===== src/rtl/lcd16x2_nibble_writer.sv =====
// HD44780 4-bit write engine: power-up init (0x3,0x3,0x3,0x2) followed by
// byte writes split into high/low nibbles with timed E pulses and post-command waits.
module lcd16x2_nibble_writer #(
  parameter int unsigned SETUP_CYC     = 1,
  parameter int unsigned E_HIGH_CYC    = 4,
  parameter int unsigned CMD_WAIT_CYC  = 320,
  parameter int unsigned LONG_WAIT_CYC = 13120,
  parameter int unsigned POWERUP_CYC   = 320000
) (
  input  logic       clk_i,
  input  logic       rst_i,
  input  logic [7:0] data_i,
  input  logic       rs_i,
  input  logic       valid_i,
  output logic       ready_o,
  output logic       init_done_o,
  output logic       lcd_rs_o,
  output logic       lcd_rw_o,
  output logic       lcd_e_o,
  output logic [3:0] lcd_d_o
);

  localparam int unsigned SetupC   = (SETUP_CYC == 0) ? 1 : SETUP_CYC;
  localparam int unsigned EHighC   = (E_HIGH_CYC == 0) ? 1 : E_HIGH_CYC;
  localparam int unsigned CmdC     = (CMD_WAIT_CYC == 0) ? 1 : CMD_WAIT_CYC;
  localparam int unsigned LongC    = (LONG_WAIT_CYC == 0) ? 1 : LONG_WAIT_CYC;
  localparam int unsigned PowerupC = (POWERUP_CYC == 0) ? 1 : POWERUP_CYC;
  localparam int unsigned NibC     = SetupC + EHighC;

  localparam int unsigned MaxA = (PowerupC > LongC) ? PowerupC : LongC;
  localparam int unsigned MaxB = (CmdC > NibC) ? CmdC : NibC;
  localparam int unsigned MaxC = (MaxA > MaxB) ? MaxA : MaxB;
  localparam int unsigned ReqW = $clog2(MaxC + 1);
  localparam int unsigned CntW = (ReqW > 19) ? ReqW : 19;

  typedef logic [CntW-1:0] cnt_t;

  localparam cnt_t CntSetup   = cnt_t'(SetupC);
  localparam cnt_t CntEHigh   = cnt_t'(EHighC);
  localparam cnt_t CntCmd     = cnt_t'(CmdC);
  localparam cnt_t CntLong    = cnt_t'(LongC);
  localparam cnt_t CntPowerup = cnt_t'(PowerupC);
  localparam cnt_t CntNib     = cnt_t'(NibC);

  typedef enum logic [3:0] {
    StPwrWait, StInitNib, StInitWait, StIdle, StSetupHi,
    StEHi, StGap, StSetupLo, StELo, StPostWait
  } state_e;

  state_e     state_q;
  cnt_t       cnt_q;
  logic [1:0] step_q;
  logic [7:0] data_q;
  logic       rs_q;
  logic       ready_q;
  logic       init_done_q;
  logic       lcd_rs_q;
  logic       lcd_e_q;
  logic [3:0] lcd_d_q;

  cnt_t       cnt_dec;
  logic       cnt_last;
  logic [1:0] step_nxt;
  logic [3:0] nib_nxt;
  cnt_t       init_wait;
  logic       long_cmd;

  assign cnt_dec   = cnt_q - cnt_t'(1);
  assign cnt_last  = (cnt_q == cnt_t'(1));
  assign step_nxt  = step_q + 2'd1;
  assign nib_nxt   = (step_nxt == 2'd3) ? 4'h2 : 4'h3;
  assign init_wait = (step_q == 2'd0) ? CntLong : CntCmd;
  // Clear display (0x01) and return home (0x02/0x03) need the long wait.
  assign long_cmd  = !rs_q && (data_q[7:2] == 6'd0) && (data_q[1:0] != 2'd0);

  always_ff @(posedge clk_i) begin
    if (rst_i) begin
      state_q     <= StPwrWait;
      cnt_q       <= CntPowerup;
      step_q      <= 2'd0;
      data_q      <= 8'h00;
      rs_q        <= 1'b0;
      ready_q     <= 1'b0;
      init_done_q <= 1'b0;
      lcd_rs_q    <= 1'b0;
      lcd_e_q     <= 1'b0;
      lcd_d_q     <= 4'h0;
    end else begin
      unique case (state_q)
        StPwrWait: begin
          if (cnt_last) begin
            state_q  <= StInitNib;
            cnt_q    <= CntNib;
            step_q   <= 2'd0;
            lcd_d_q  <= 4'h3;
            lcd_rs_q <= 1'b0;
          end else begin
            cnt_q <= cnt_dec;
          end
        end
        // Counter runs NibC..1; E is high for the last EHighC counts.
        StInitNib: begin
          if (cnt_last) begin
            state_q <= StInitWait;
            cnt_q   <= init_wait;
            lcd_e_q <= 1'b0;
          end else begin
            cnt_q   <= cnt_dec;
            lcd_e_q <= (cnt_dec <= CntEHigh);
          end
        end
        StInitWait: begin
          if (cnt_last) begin
            if (step_q == 2'd3) begin
              state_q     <= StIdle;
              init_done_q <= 1'b1;
            end else begin
              state_q <= StInitNib;
              cnt_q   <= CntNib;
              step_q  <= step_nxt;
              lcd_d_q <= nib_nxt;
            end
          end else begin
            cnt_q <= cnt_dec;
          end
        end
        // ready is registered from IDLE, so it asserts one clock after entry.
        StIdle: begin
          if (ready_q && valid_i) begin
            state_q  <= StSetupHi;
            cnt_q    <= CntSetup;
            ready_q  <= 1'b0;
            data_q   <= data_i;
            rs_q     <= rs_i;
            lcd_rs_q <= rs_i;
            lcd_d_q  <= data_i[7:4];
          end else begin
            ready_q <= 1'b1;
          end
        end
        StSetupHi: begin
          if (cnt_last) begin
            state_q <= StEHi;
            cnt_q   <= CntEHigh;
            lcd_e_q <= 1'b1;
          end else begin
            cnt_q <= cnt_dec;
          end
        end
        StEHi: begin
          if (cnt_last) begin
            state_q <= StGap;
            cnt_q   <= CntEHigh;
            lcd_e_q <= 1'b0;
          end else begin
            cnt_q <= cnt_dec;
          end
        end
        StGap: begin
          if (cnt_last) begin
            state_q <= StSetupLo;
            cnt_q   <= CntSetup;
            lcd_d_q <= data_q[3:0];
          end else begin
            cnt_q <= cnt_dec;
          end
        end
        StSetupLo: begin
          if (cnt_last) begin
            state_q <= StELo;
            cnt_q   <= CntEHigh;
            lcd_e_q <= 1'b1;
          end else begin
            cnt_q <= cnt_dec;
          end
        end
        StELo: begin
          if (cnt_last) begin
            state_q <= StPostWait;
            cnt_q   <= long_cmd ? CntLong : CntCmd;
            lcd_e_q <= 1'b0;
          end else begin
            cnt_q <= cnt_dec;
          end
        end
        StPostWait: begin
          if (cnt_last) begin
            state_q <= StIdle;
          end else begin
            cnt_q <= cnt_dec;
          end
        end
        default: begin
          state_q <= StPwrWait;
          cnt_q   <= CntPowerup;
          lcd_e_q <= 1'b0;
        end
      endcase
    end
  end

  assign ready_o     = ready_q;
  assign init_done_o = init_done_q;
  assign lcd_rs_o    = lcd_rs_q;
  assign lcd_rw_o    = 1'b0;
  assign lcd_e_o     = lcd_e_q;
  assign lcd_d_o     = lcd_d_q;

endmodule


===== config.mk =====
export PLATFORM = sky130hd
export DESIGN_NAME = lcd16x2_nibble_writer
export DESIGN_NICKNAME = d
export VERILOG_FILES = /design/src/rtl/lcd16x2_nibble_writer.sv
export SDC_FILE = /design/constraint.sdc
export NUM_CORES = 1
export LEC_CHECK = 0
export CORE_MARGIN = 10
export CORE_UTILIZATION = 45
export CTS_CLUSTER_DIAMETER = 100
export DETAILED_ROUTE_END_ITERATION = 8
export GPL_ROUTABILITY_DRIVEN = 0
export PLACE_DENSITY_LB_ADDON = 0.1
export SYNTH_ARGS = -nofsm -noshare
export SYNTH_HDL_FRONTEND = slang
export SYNTH_SLANG_ARGS = --single-unit

===== constraint.sdc =====
create_clock -name clk_i -period 3 [get_ports clk_i]
set_input_delay 0.9 -clock clk_i [delete_from_list [all_inputs] [get_ports clk_i]]
set_output_delay 0.9 -clock clk_i [all_outputs]
set_load 0.005 [all_outputs]

==> impl_metrics.ini, run 1 <==
[placed_design]
numPlacedInstances = 447
dp_hpwl_um = 5976
portBuffers = 19

[global_routing]
antenna_found_initial = 0
grt_max_degree = 22
grt_use_total = 0.1664
grt_overflow_total = 0
grt_pass1_wl_um = 13550
first_global_vias = 2696

[power_and_ir_drop]
p_per_area_nw_per_um2 = 451.8
peakVddDrop_uv = 240.8
internal-power_w = 0.0009634
p_seq_frac = 0.469
total_power_w = 0.001393
power_switching_share = 0.3084
p_leak_nw = 1.017
netSwitchingPower_w = 0.0004296
p_comb_frac = 0.204
clkPwrFrac = 0.327

[yosys]
synthCells = 370
synth-seq-cells = 42
synth_flop_cell = dfxtp_1
seq_area_frac_synth = 0.3087
avgSynthCellArea_um2 = 7.362
synthesis.nets = 388
synth.cell_area_um2 = 2724
yosys.area.top_type = dfxtp_1
yosys-top-cells-count = nor2_1, a21oi_1, dfxtp_1
async_flop_share = 0
yosysTopAreaCellShare = 0.3087
yosys_warnings = 0
synth_cell_types = 62
synth_edf_count = 0
yosysMostFrequentCell = nor2_1
yosys-top-cells-area = dfxtp_1, a21oi_1, nor2_1

[timing]
slew_headroom = 0.4749
tns_ps = 0
hold_violations = 0
maxSlewViolCount = 0
max_clock_freq_mhz = 365.4
finalCritPeriodShare = 0.9122
worst_pin_slew_ps = 784.8
period_needed_ps = 2737
rsz0062_at_grt = false
finClkSkew_ps = 10.70
setup_viol = 0

[setup_path]
setup.worst_path.end = lcd_e_o
cp-start-kind = flip-flop
arrival_ps = 2980
r2r_start = cnt_q[0]
startpoint = cnt_q[0]
rr_worst_depth = 8
crit_path_end_kind = flip-flop
crit_required_ps = 3240
reg2reg_setup_slack_ps = 260
r2r_end = lcd_e_o
cp_max_fo = 9
critPathKind = flip-flop to flip-flop

[final_layout]
final_cells = 455
nFillCells = 639
fin_nets = 397
area_growth_pct = 13.18
utilization = 0.5238
antennaDiodeCount = 0
drive_gt1_frac = 0.07368

[die]
rows = 28
fp.coreArea_um2 = 5886
pin_count = 21
die_h_um = 97.80
initial_utilization = 0.4628
dieArea_um2 = 9565
chipWidth_um = 97.80

[clock_tree]
postCtsSetupBuffers = 0
cts_buffers = 5
numClockSinks = 42
clock_path_buffers = 2
h-tree-depth = 2
clk_pin_slew_ps = 80
cts_tree = built
clkLatencyLatePin_ps = 300
cts_hold_buf = 0
root_buffer = clkbuf_8
post_cts_resized = 0

[route]
ant_nets = 0
post-route-drc-count = 0
routed_wl_um = 8087
dr.pass1.iters = 5
drt-initial-drc-count = 240
wl_per_cell_um = 17.77
viasPerCell = 6.077
num_vias = 2765

[hold_path]
hp-class = flip-flop to flip-flop
hold_depth = 2

[outcome]
run_status = complete, no violations

[job]
maxCapViolations = 0
-- power groups by stage --
stage                     clock, W  sequential (W)  combinational (W)
after CTS                 0.000473        0.000652           0.000284
after floorplan                  0        0.000625           0.000247
after detailed placement         0        0.000665           0.000283
after global placement           0        0.000666           0.000281
after global routing      0.000488        0.000660           0.000319
final                     0.000455        0.000653           0.000285
-- layout by cell type, fill, tap and decap left out, types with 6 or more instances in the layout --
cell              n
o21ai_0          15
dfxtp_1          42
clkdlybuf4s50_1  19
nand2_1          37
o31ai_1           6
nand3_1          13
ha_1              6
a21oi_1          42
o21ai_1           8
nor2_1           44
buf_4            12
nor3_1           12
nor2b_1           8
inv_1             9
-- layer usage --
metal / routed length [um] / global-route usage / vias up / share of wire
met4: 141 / 0.05593 / 0 / 0.017
met2: 3896 / 0.2764 / 80 / 0.48
met1: 3563 / 0.2038 / 1306 / 0.44
li1: - / - / 1365 / -
met5: 0 / 0 / - / 0
met3: 487 / 0.04228 / 14 / 0.060
-- final cells by class --
| type | instances | area, um2 | share of cell area |
|---|---|---|---|
| Clock buffer | 6 | 72.57 | 0.02354 |
| Tap cell | 75 | 93.84 | 0.03044 |
| Timing Repair Buffer | 31 | 280.3 | 0.09091 |
| Clock inverter | 2 | 37.54 | 0.01218 |
| Multi-Input combinational cell | 290 | 1724 | 0.5593 |
| Sequential cell | 42 | 840.8 | 0.2727 |
| Inverter | 9 | 33.78 | 0.01096 |
-- cell families (layout without fill, tap and decap cells) --
logic type / after synthesis / after routing / synth area share
buffers and inverters: 38 / 48 / 0.05834
and+or+nand+nor: 157 / 157 / 0.3009
AOI/OAI and AO/OA: 116 / 116 / 0.2696
DFF: 42 / 42 / 0.3087
adders and majority gates: 6 / 6 / 0.02756
xor gates and xnor gates: 7 / 7 / 0.02251
muxes: 3 / 3 / 0.01102
other: 1 / 1 / 0.001377
-- how the worst min path moves through the flow --
stage	start	endpoint	slack [ps]
floorplan	data_q[6]	data_q[6]	450
global placement	lcd_rs_o	lcd_rs_o	450
detailed placement	lcd_rs_o	lcd_rs_o	460
CTS	lcd_rs_o	lcd_rs_o	470
global route	lcd_rs_o	lcd_rs_o	500
finish	lcd_rs_o	lcd_rs_o	460
-- metrics by stage --
stage | hold WS [ps] | setup WS [ps] | cell area [um2]
floorplan | 447.6 | 603.0 | 2724
global placement | 446.4 | 315.0 | 2973
detailed placement | 457.9 | 282.2 | 2973
CTS | 472.4 | 288.9 | 3083
global route | 496.0 | 98.31 | 3083
finish | 462.6 | 263.5 | 3083
-- sequential cells by signal, summed over array words and instances (netlist names) --
| register | count |
|---|---|
| rs_q | 1 |
| data_q | 8 |
| step_q | 2 |
| lcd_e_o | 1 |
| state_q | 4 |
| lcd_d_o | 4 |
| init_done_o | 1 |
| cnt_q | 19 |
| ready_o | 1 |
| lcd_rs_o | 1 |
-- worst max-delay path, stage by stage, from the launching register on --
cell	delay [ps]
dfxtp_1	400
inv_1	140
ha_1	250
nor3b_1	400
nand3_1	290
o32a_1	360
o32a_1	170
or4_4	520
a21oi_2	140
(Power assumes the default switching activity.)
==> run 2, diff against run 1 <==
--- a/config.mk
+++ b/config.mk
@@ -5,12 +5,12 @@
 export SDC_FILE = /design/constraint.sdc
 export NUM_CORES = 1
 export LEC_CHECK = 0
-export CORE_MARGIN = 10
 export CORE_UTILIZATION = 45
 export CTS_CLUSTER_DIAMETER = 100
 export DETAILED_ROUTE_END_ITERATION = 8
 export GPL_ROUTABILITY_DRIVEN = 0
 export PLACE_DENSITY_LB_ADDON = 0.1
+export REMOVE_ABC_BUFFERS = 1
 export SYNTH_ARGS = -nofsm -noshare
 export SYNTH_HDL_FRONTEND = slang
 export SYNTH_SLANG_ARGS = --single-unit
==> run 2 against run 1 <==
Die area shrank 33%. Sequential power is essentially flat. Utilization grew 1.9 points. Critical path depth grew 1. Routed wire length shrank 4.9%. Non-clock buffer count grew 4. Global-route usage grew 9.1 points. Highest routed layer unchanged. Largest cell class unchanged. Critical path type unchanged. Clock power shrank 21%.
==> impl_metrics.ini, run 2 (synthesis results as in run 1) <==
[power_and_ir_drop]
p_per_area_nw_per_um2 = 420.8
clkPwrFrac = 0.277
internal-power_w = 0.0008712
p_seq_frac = 0.504
p_comb_frac = 0.220
power_switching_share = 0.3274
p_leak_nw = 1.031
peakVddDrop_uv = 291.3
netSwitchingPower_w = 0.0004240

[timing]
setup_viol = 0
slew_headroom = 0.6137
period_needed_ps = 2626
finClkSkew_ps = 10.80
tns_ps = 0
rsz0062_at_grt = false
hold_violations = 0
max_clock_freq_mhz = 380.8
maxSlewViolCount = 0
worst_pin_slew_ps = 577.3
finalCritPeriodShare = 0.8753

[clock_tree]
cts_tree = built
cts_hold_buf = 0
h-tree-depth = 2
clkLatencyLatePin_ps = 300
cts_buffers = 5
clk_pin_slew_ps = 90
clock_path_buffers = 2
postCtsSetupBuffers = 0
root_buffer = clkbuf_8
numClockSinks = 42
post_cts_resized = 0

[route]
dr.pass1.iters = 5
drt-initial-drc-count = 307
routed_wl_um = 7690
wl_per_cell_um = 16.90
num_vias = 2779
ant_nets = 0
post-route-drc-count = 0
viasPerCell = 6.108

[final_layout]
finalInstanceArea_um2 = 3078
fin_nets = 401
antennaDiodeCount = 0
largest_reg_flops = 19
top_register = cnt_q
area_growth_pct = 13.00
utilization = 0.5423
final_cells = 455
reg_top3 = cnt_q (19), data_q (8)
drive_gt1_frac = 0.08355
final_common_cell = nor2_1
layout_common_cells = nor2_1, a21oi_1, dfxtp_1, nand2_1, clkdlybuf4s50_1

[setup_path]
crit_path_end_kind = flip-flop
arrival_ps = 2870
crit_required_ps = 3250
cp-start-kind = flip-flop
critPathKind = flip-flop to flip-flop
cp_max_fo = 9

[placed_design]
post_dp_cell_area_um2 = 2999
portBuffers = 19
numPlacedInstances = 448
dp_hpwl_um = 5664

[die]
initial_utilization = 0.4799
chipWidth_um = 79.80
dieArea_um2 = 6368
die_h_um = 79.80
pin_count = 21
rows = 27
fp.coreArea_um2 = 5675

[hold_path]
hp-class = flip-flop to flip-flop

[outcome]
run_status = complete, no violations

[global_routing]
grt_max_degree = 27
antenna_found_initial = 0
grt_pass1_wl_um = 12640
first_global_vias = 2475
grt_overflow_total = 0
grt_use_total = 0.2574

[job]
maxCapViolations = 0
[run 2: changes by cell type in the layout (fill, tap and decap cells not counted)]
cell / before / now
clkinvlp_4: 1 / 0
clkbuf_1: 1 / 0
buf_4: 12 / 16
bufinv_16: 1 / 0
clkinv_2: 0 / 2
[run 2: per-layer routing]
layer | global-route usage | part of all wire | up-vias
met3 | 0.04229 | 0.085 | 11
met1 | 0.3866 | 0.50 | 1263
met5 | 0 | 0 | -
met4 | 0.06250 | 0.014 | 0
li1 | - | - | 1371
met2 | 0.3769 | 0.40 | 134
[run 2: final cells by class]
cell class,count,area (um2)
repair buffers,35,310.3
clock inverters,2,10.01
inverters,9,33.78
multi-input cells,290,1724
clock buffers,5,68.82
well taps,72,90.09
fillers,538,2597
flip-flops and latches,42,840.8
[run 2: metrics by stage]
stage | power [W] | hold WS, ps | setup slack (ps)
floorplan | 0.0008481 | 441.4 | 192.3
global placement | 0.0009426 | 443.4 | 357.9
detailed placement | 0.0009416 | 452.6 | 320.4
CTS | 0.001297 | 464.6 | 408.4
global route | 0.001361 | 492.0 | 226.8
finish | 0.001295 | 460.8 | 374.2
[run 2: power groups by stage]
stage	Sequential (W)	Clock [W]	Combinational, W
2_1_floorplan	0.000648	0	0.000200
3_3_place_gp	0.000663	0	0.000279
3_5_place_dp	0.000663	0	0.000279
4_1_cts	0.000650	0.000366	0.000281
5_1_grt	0.000657	0.000385	0.000318
6_report	0.000652	0.000358	0.000285
[run 2: worst paths after layout]
kind | startpoint | to | slack, ps | depth (start not counted)
max | cnt_q[0] | lcd_e_o | 370 | 9
min reg2reg | lcd_rs_o | lcd_rs_o | 460 | 2
min | lcd_rs_o | lcd_rs_o | 460 | 2
max reg2reg | cnt_q[0] | lcd_e_o | 370 | 9
[run 2: critical path, stage by stage (launching register included)]
cell	delay, ps
dfxtp_1	420
inv_1	150
ha_1	230
nor3b_1	430
buf_4	260
o2111ai_1	130
a21oi_1	200
o211ai_1	130
or4_4	500
a21oi_2	130
==> variant 1, RTL diff (settings of run 1) <==
Change the parameter `POWERUP_CYC` from 320000 to 160000.
--- a/src/rtl/lcd16x2_nibble_writer.sv
+++ b/src/rtl/lcd16x2_nibble_writer.sv
@@ -7,3 +7,3 @@
   parameter int unsigned LONG_WAIT_CYC = 13120,
-  parameter int unsigned POWERUP_CYC   = 320000
+  parameter int unsigned POWERUP_CYC   = 160000
 ) (
Check against the original RTL: same outputs for any inputs over 10 cycles, from zero or initial values and one cycle with rst_i high; that may be too few to reach the edited logic, so the function may still have changed.
==> variant 1 against run 1 <==
Clock power fell by 13%; synthesized area fell by 3.0%; critical path depth did not move; via count is 7.3% lower; die area fell by 2.4%; final area down 2.4%; sequential cell count unchanged; routed wire length decreased by 12%; synthesized cell count down 8.4%; power down 1.7%; worst setup slack improved by 0.12 ns; hold slack lost 0.0070 ns; largest cell class unchanged.
==> variant 1: results <==
worst_setup_path:
  critPathMaxFanout: 9
  critPathCapture: "lcd_e_o$_SDFFE_PP0P_"
  reg2reg_slack_ns: 0.38
  cp.arrival_ns: 2.84
synthesis:
  synth_warnings: 0
  synth_xor_area_share_pct: 3.314
  ys_types: 66
  synth_fa_ha_area_share_pct: 2.841
  yosysSeqAreaShare_pct: 31.82
  synth_compound_area_share_pct: 23.72
  ys_top_cells_by_area: "dfxtp_1 32%, a21oi_1 5.7%, nor2_1 5.5%"
  syn_nets: 357
  async_flop_share_pct: 0
  synth_common_cells: "42 x dfxtp_1, 39 x nor2_1, 30 x a21oi_1, 25 x nand2_1, 19 x o21ai_0"
  synthMuxAreaShare_pct: 3.409
sta:
  skew_ns: 0.004931
  slew_headroom_pct: 41.25
  timing.hold.ws_ns: 0.4556
power:
  p_leak_nw: 1.042
  peakVddDrop_mv: 0.2926
cells_and_area:
  layout-drive-gt1-share_pct: 9.040
  reg_top3: "cnt_q: 19 flops, data_q: 8 flops"
  final_nets: 371
  nFillCells: 556
drt:
  drt-pass1-iter-count: 5
  detailroute.via_count: 2564
  wl_um: 7145
  drt_iter0_drc: 200
min_path:
  hold_depth: 2
  holdCritStartpoint: "lcd_d_o[1]$_SDFFE_PP0P_"
  hold_end: "lcd_d_o[1]$_SDFFE_PP0P_"
clock_tree:
  cts_buffers: 5
  cts-root-buf: "clkbuf_8"
placement:
  dp_hpwl_um: 5169
status:
  status: "completed"
global_route:
  grt_pass1_wl_um: 12100
  grt_use_total_pct: 14.86
  grt_max_degree: 36
  grt_pass1_vias: 2459
[variant 1: cell count changes after synthesis, moves of 6 or more]
cell / before / now
clkbuf_1: 22 / 13
mux2i_1: 3 / 9
o21ai_1: 8 / 2
nand2_1: 37 / 25
nand3_1: 13 / 6
a21oi_1: 42 / 30
nor2b_1: 8 / 2
[variant 1: stage by stage]
stage	area [um2]	power [mW]	instances	utilization (%)	setup slack [ns]
CTS	3010	1.373	426	53.68	0.4323
floorplan	2643	0.8877	339	-	0.6400
detailed placement	2915	0.9769	418	51.99	0.4605
global placement	2915	0.9765	418	51.99	0.5106
global route	3010	1.438	426	53.68	0.2250
finish	3010	1.369	426	53.68	0.3802
[variant 1: report_power, final]
part	internal [mW]	switching, mW	total, mW
logic	0.150	0.178	0.329
registers	0.586	0.0570	0.643
clock network	0.185	0.213	0.398
total	0.921	0.448	1.37
[variant 1: area by class of cell]
class / instances / area, um2 / share of cell area (%)
Multi-Input combinational cell: 259 / 1644 / 54.61
Clock inverter: 2 / 12.51 / 0.4156
Timing Repair Buffer: 33 / 295.3 / 9.809
Sequential cell: 42 / 840.8 / 27.93
Tap cell: 72 / 90.09 / 2.993
Clock buffer: 6 / 82.58 / 2.743
Inverter: 12 / 45.04 / 1.496
[variant 1: critical path, cell delays in order (launching register included)]
cell and delay [ns]:
dfxtp_1 0.50, inv_1 0.08, ha_1 0.25, xnor2_1 0.37, o22ai_1 0.18, or4_1 0.53, a211oi_1 0.24, nand4b_1 0.16
a221oi_2 0.25
[variant 1: per-layer routing]
metal  part of all wire (%)  wire [um]  vias up  global-route usage, %
met2                     47       3348       81                  24.59
met3                    5.8        412       15                  4.116
met4                    1.7        122        0                  3.833
met5                      0          0        -                      0
met1                     46       3262     1202                  18.39
li1                       -          -     1266                      -
==> variant 2, RTL diff (config.mk and constraints of run 1) <==
Without the edit above. Encoding of `state_e`: now Gray code (4 bits for 10 states).
--- a/src/rtl/lcd16x2_nibble_writer.sv
+++ b/src/rtl/lcd16x2_nibble_writer.sv
@@ -45,4 +45,4 @@
   typedef enum logic [3:0] {
-    StPwrWait, StInitNib, StInitWait, StIdle, StSetupHi,
-    StEHi, StGap, StSetupLo, StELo, StPostWait
+    StPwrWait = 4'b0000, StInitNib = 4'b0001, StInitWait = 4'b0011, StIdle = 4'b0010, StSetupHi = 4'b0110,
+    StEHi = 4'b0111, StGap = 4'b0101, StSetupLo = 4'b0100, StELo = 4'b1100, StPostWait = 4'b1101
   } state_e;
Behaviour: no difference found for any inputs over 10 cycles, from zero or initial values and one cycle with rst_i high; not proved beyond that.
==> variant 2 against run 1 <==
Core utilization is 0.94 points higher; first-iteration DRC count down 51%; routed wire length decreased by 4.1%; worst setup slack gained 0.25 ns; hold slack improved by 0.0067 ns; final area up 3.6%; synthesized area grew 3.1%; sequential cell count unchanged; highest routed layer unchanged.
Power is not compared: it rests on default switching activity, and its combinational part moved more than twofold at a synthesized area within 25%.
==> variant 2: results <==
synthesis:
  ys_types: 70
  synth_common_cells: "48 x nor2_1, 42 x dfxtp_1, 34 x nand2_1, 26 x a21oi_1, 19 x o21ai_0"
  yosysSeqAreaShare_pct: 29.95
  syn_nets: 376
  ys_top_cells_by_area: "dfxtp_1 30%, nor2_1 6.4%, a21oi_1 4.6%"
  syn_avg_cell_area_um2: 7.843
global_route:
  gr-usage-met3_pct: 3.003
  met2_usage_pct: 26.10
  grt_pass1_vias: 2631
  grt_max_degree: 32
  grt_pass1_wl_um: 13010
  grt_use_total_pct: 15.67
cells_and_area:
  nClkBuffers: 5
  layout-drive-gt1-share_pct: 11.58
  nMultiInputCombCells: 280
  nNonClkBuffers: 36
  multiInputGateArea_um2: 1752
  n_all_inverters: 14
  clk_share_pct: 4.309
  n_antenna_cell: 0
  nFillCells: 605
  final-nonclk-buf-share_pct: 9.949
  seq_area_share_pct: 26.32
worst_setup_path:
  critPathTopFamily: "compound AO/OA/AOI/OAI gates"
  cp.arrival_ns: 2.72
  critPathMaxFanout: 15
  reg2reg_slack_ns: 0.52
  reg2regPathDepth: 6
  startpoint: "state_q[0]$_SDFFE_PP0P_"
drt:
  drt-met1-wl_um: 3629
  drt-pass1-iter-count: 4
  drt_iter0_drc: 117
  wl_per_cell_um: 17.04
  wl_met3_um: 358
placement:
  place_area_um2: 3057
  dp_hpwl_um: 5584
  place_ws_ns: 0.3759
floorplan:
  die_area_um2: 9799
sta:
  fin_crit_ns: 2.482
  slew_headroom_pct: 52.57
  skew_ns: 0.009593
status:
  status: "completed"
==> variant 2: changes by cell type in the layout (fill, tap and decap cells not counted), sizes merged, moves of 4 or more <==
| cell | delta |
|---|---|
| nand3 | -4 |
| inv | +5 |
| a31oi | +4 |
| buf | +5 |
| nor2 | +6 |
| mux2i | +5 |
| nand4 | -5 |
| a21oi | -17 |
| nor3 | +5 |
| nor2b | -5 |
==> variant 2: power groups by stage <==
stage               clock, mW  combinational [mW]  sequential, mW
finish                  0.555                1.36           0.920
global route            0.577                1.51           0.947
CTS                     0.563                1.34           0.913
detailed placement          0                1.33           0.926
global placement            0                1.33           0.923
floorplan                   0                1.10           0.811
==> variant 2: kinds of logic after synthesis <==
family                   after synthesis  synth area share [%]
flip-flops                            42                 29.95
other                                  1                0.1336
AO/OA/AOI/OAI                        105                 25.00
AND/OR/NAND/NOR                      152                 28.88
buffers and inverters                 36                 7.665
XOR/XNOR                               7                 2.451
adder cells (fa/ha/maj)                6                 2.674
multiplexers                           9                 3.253
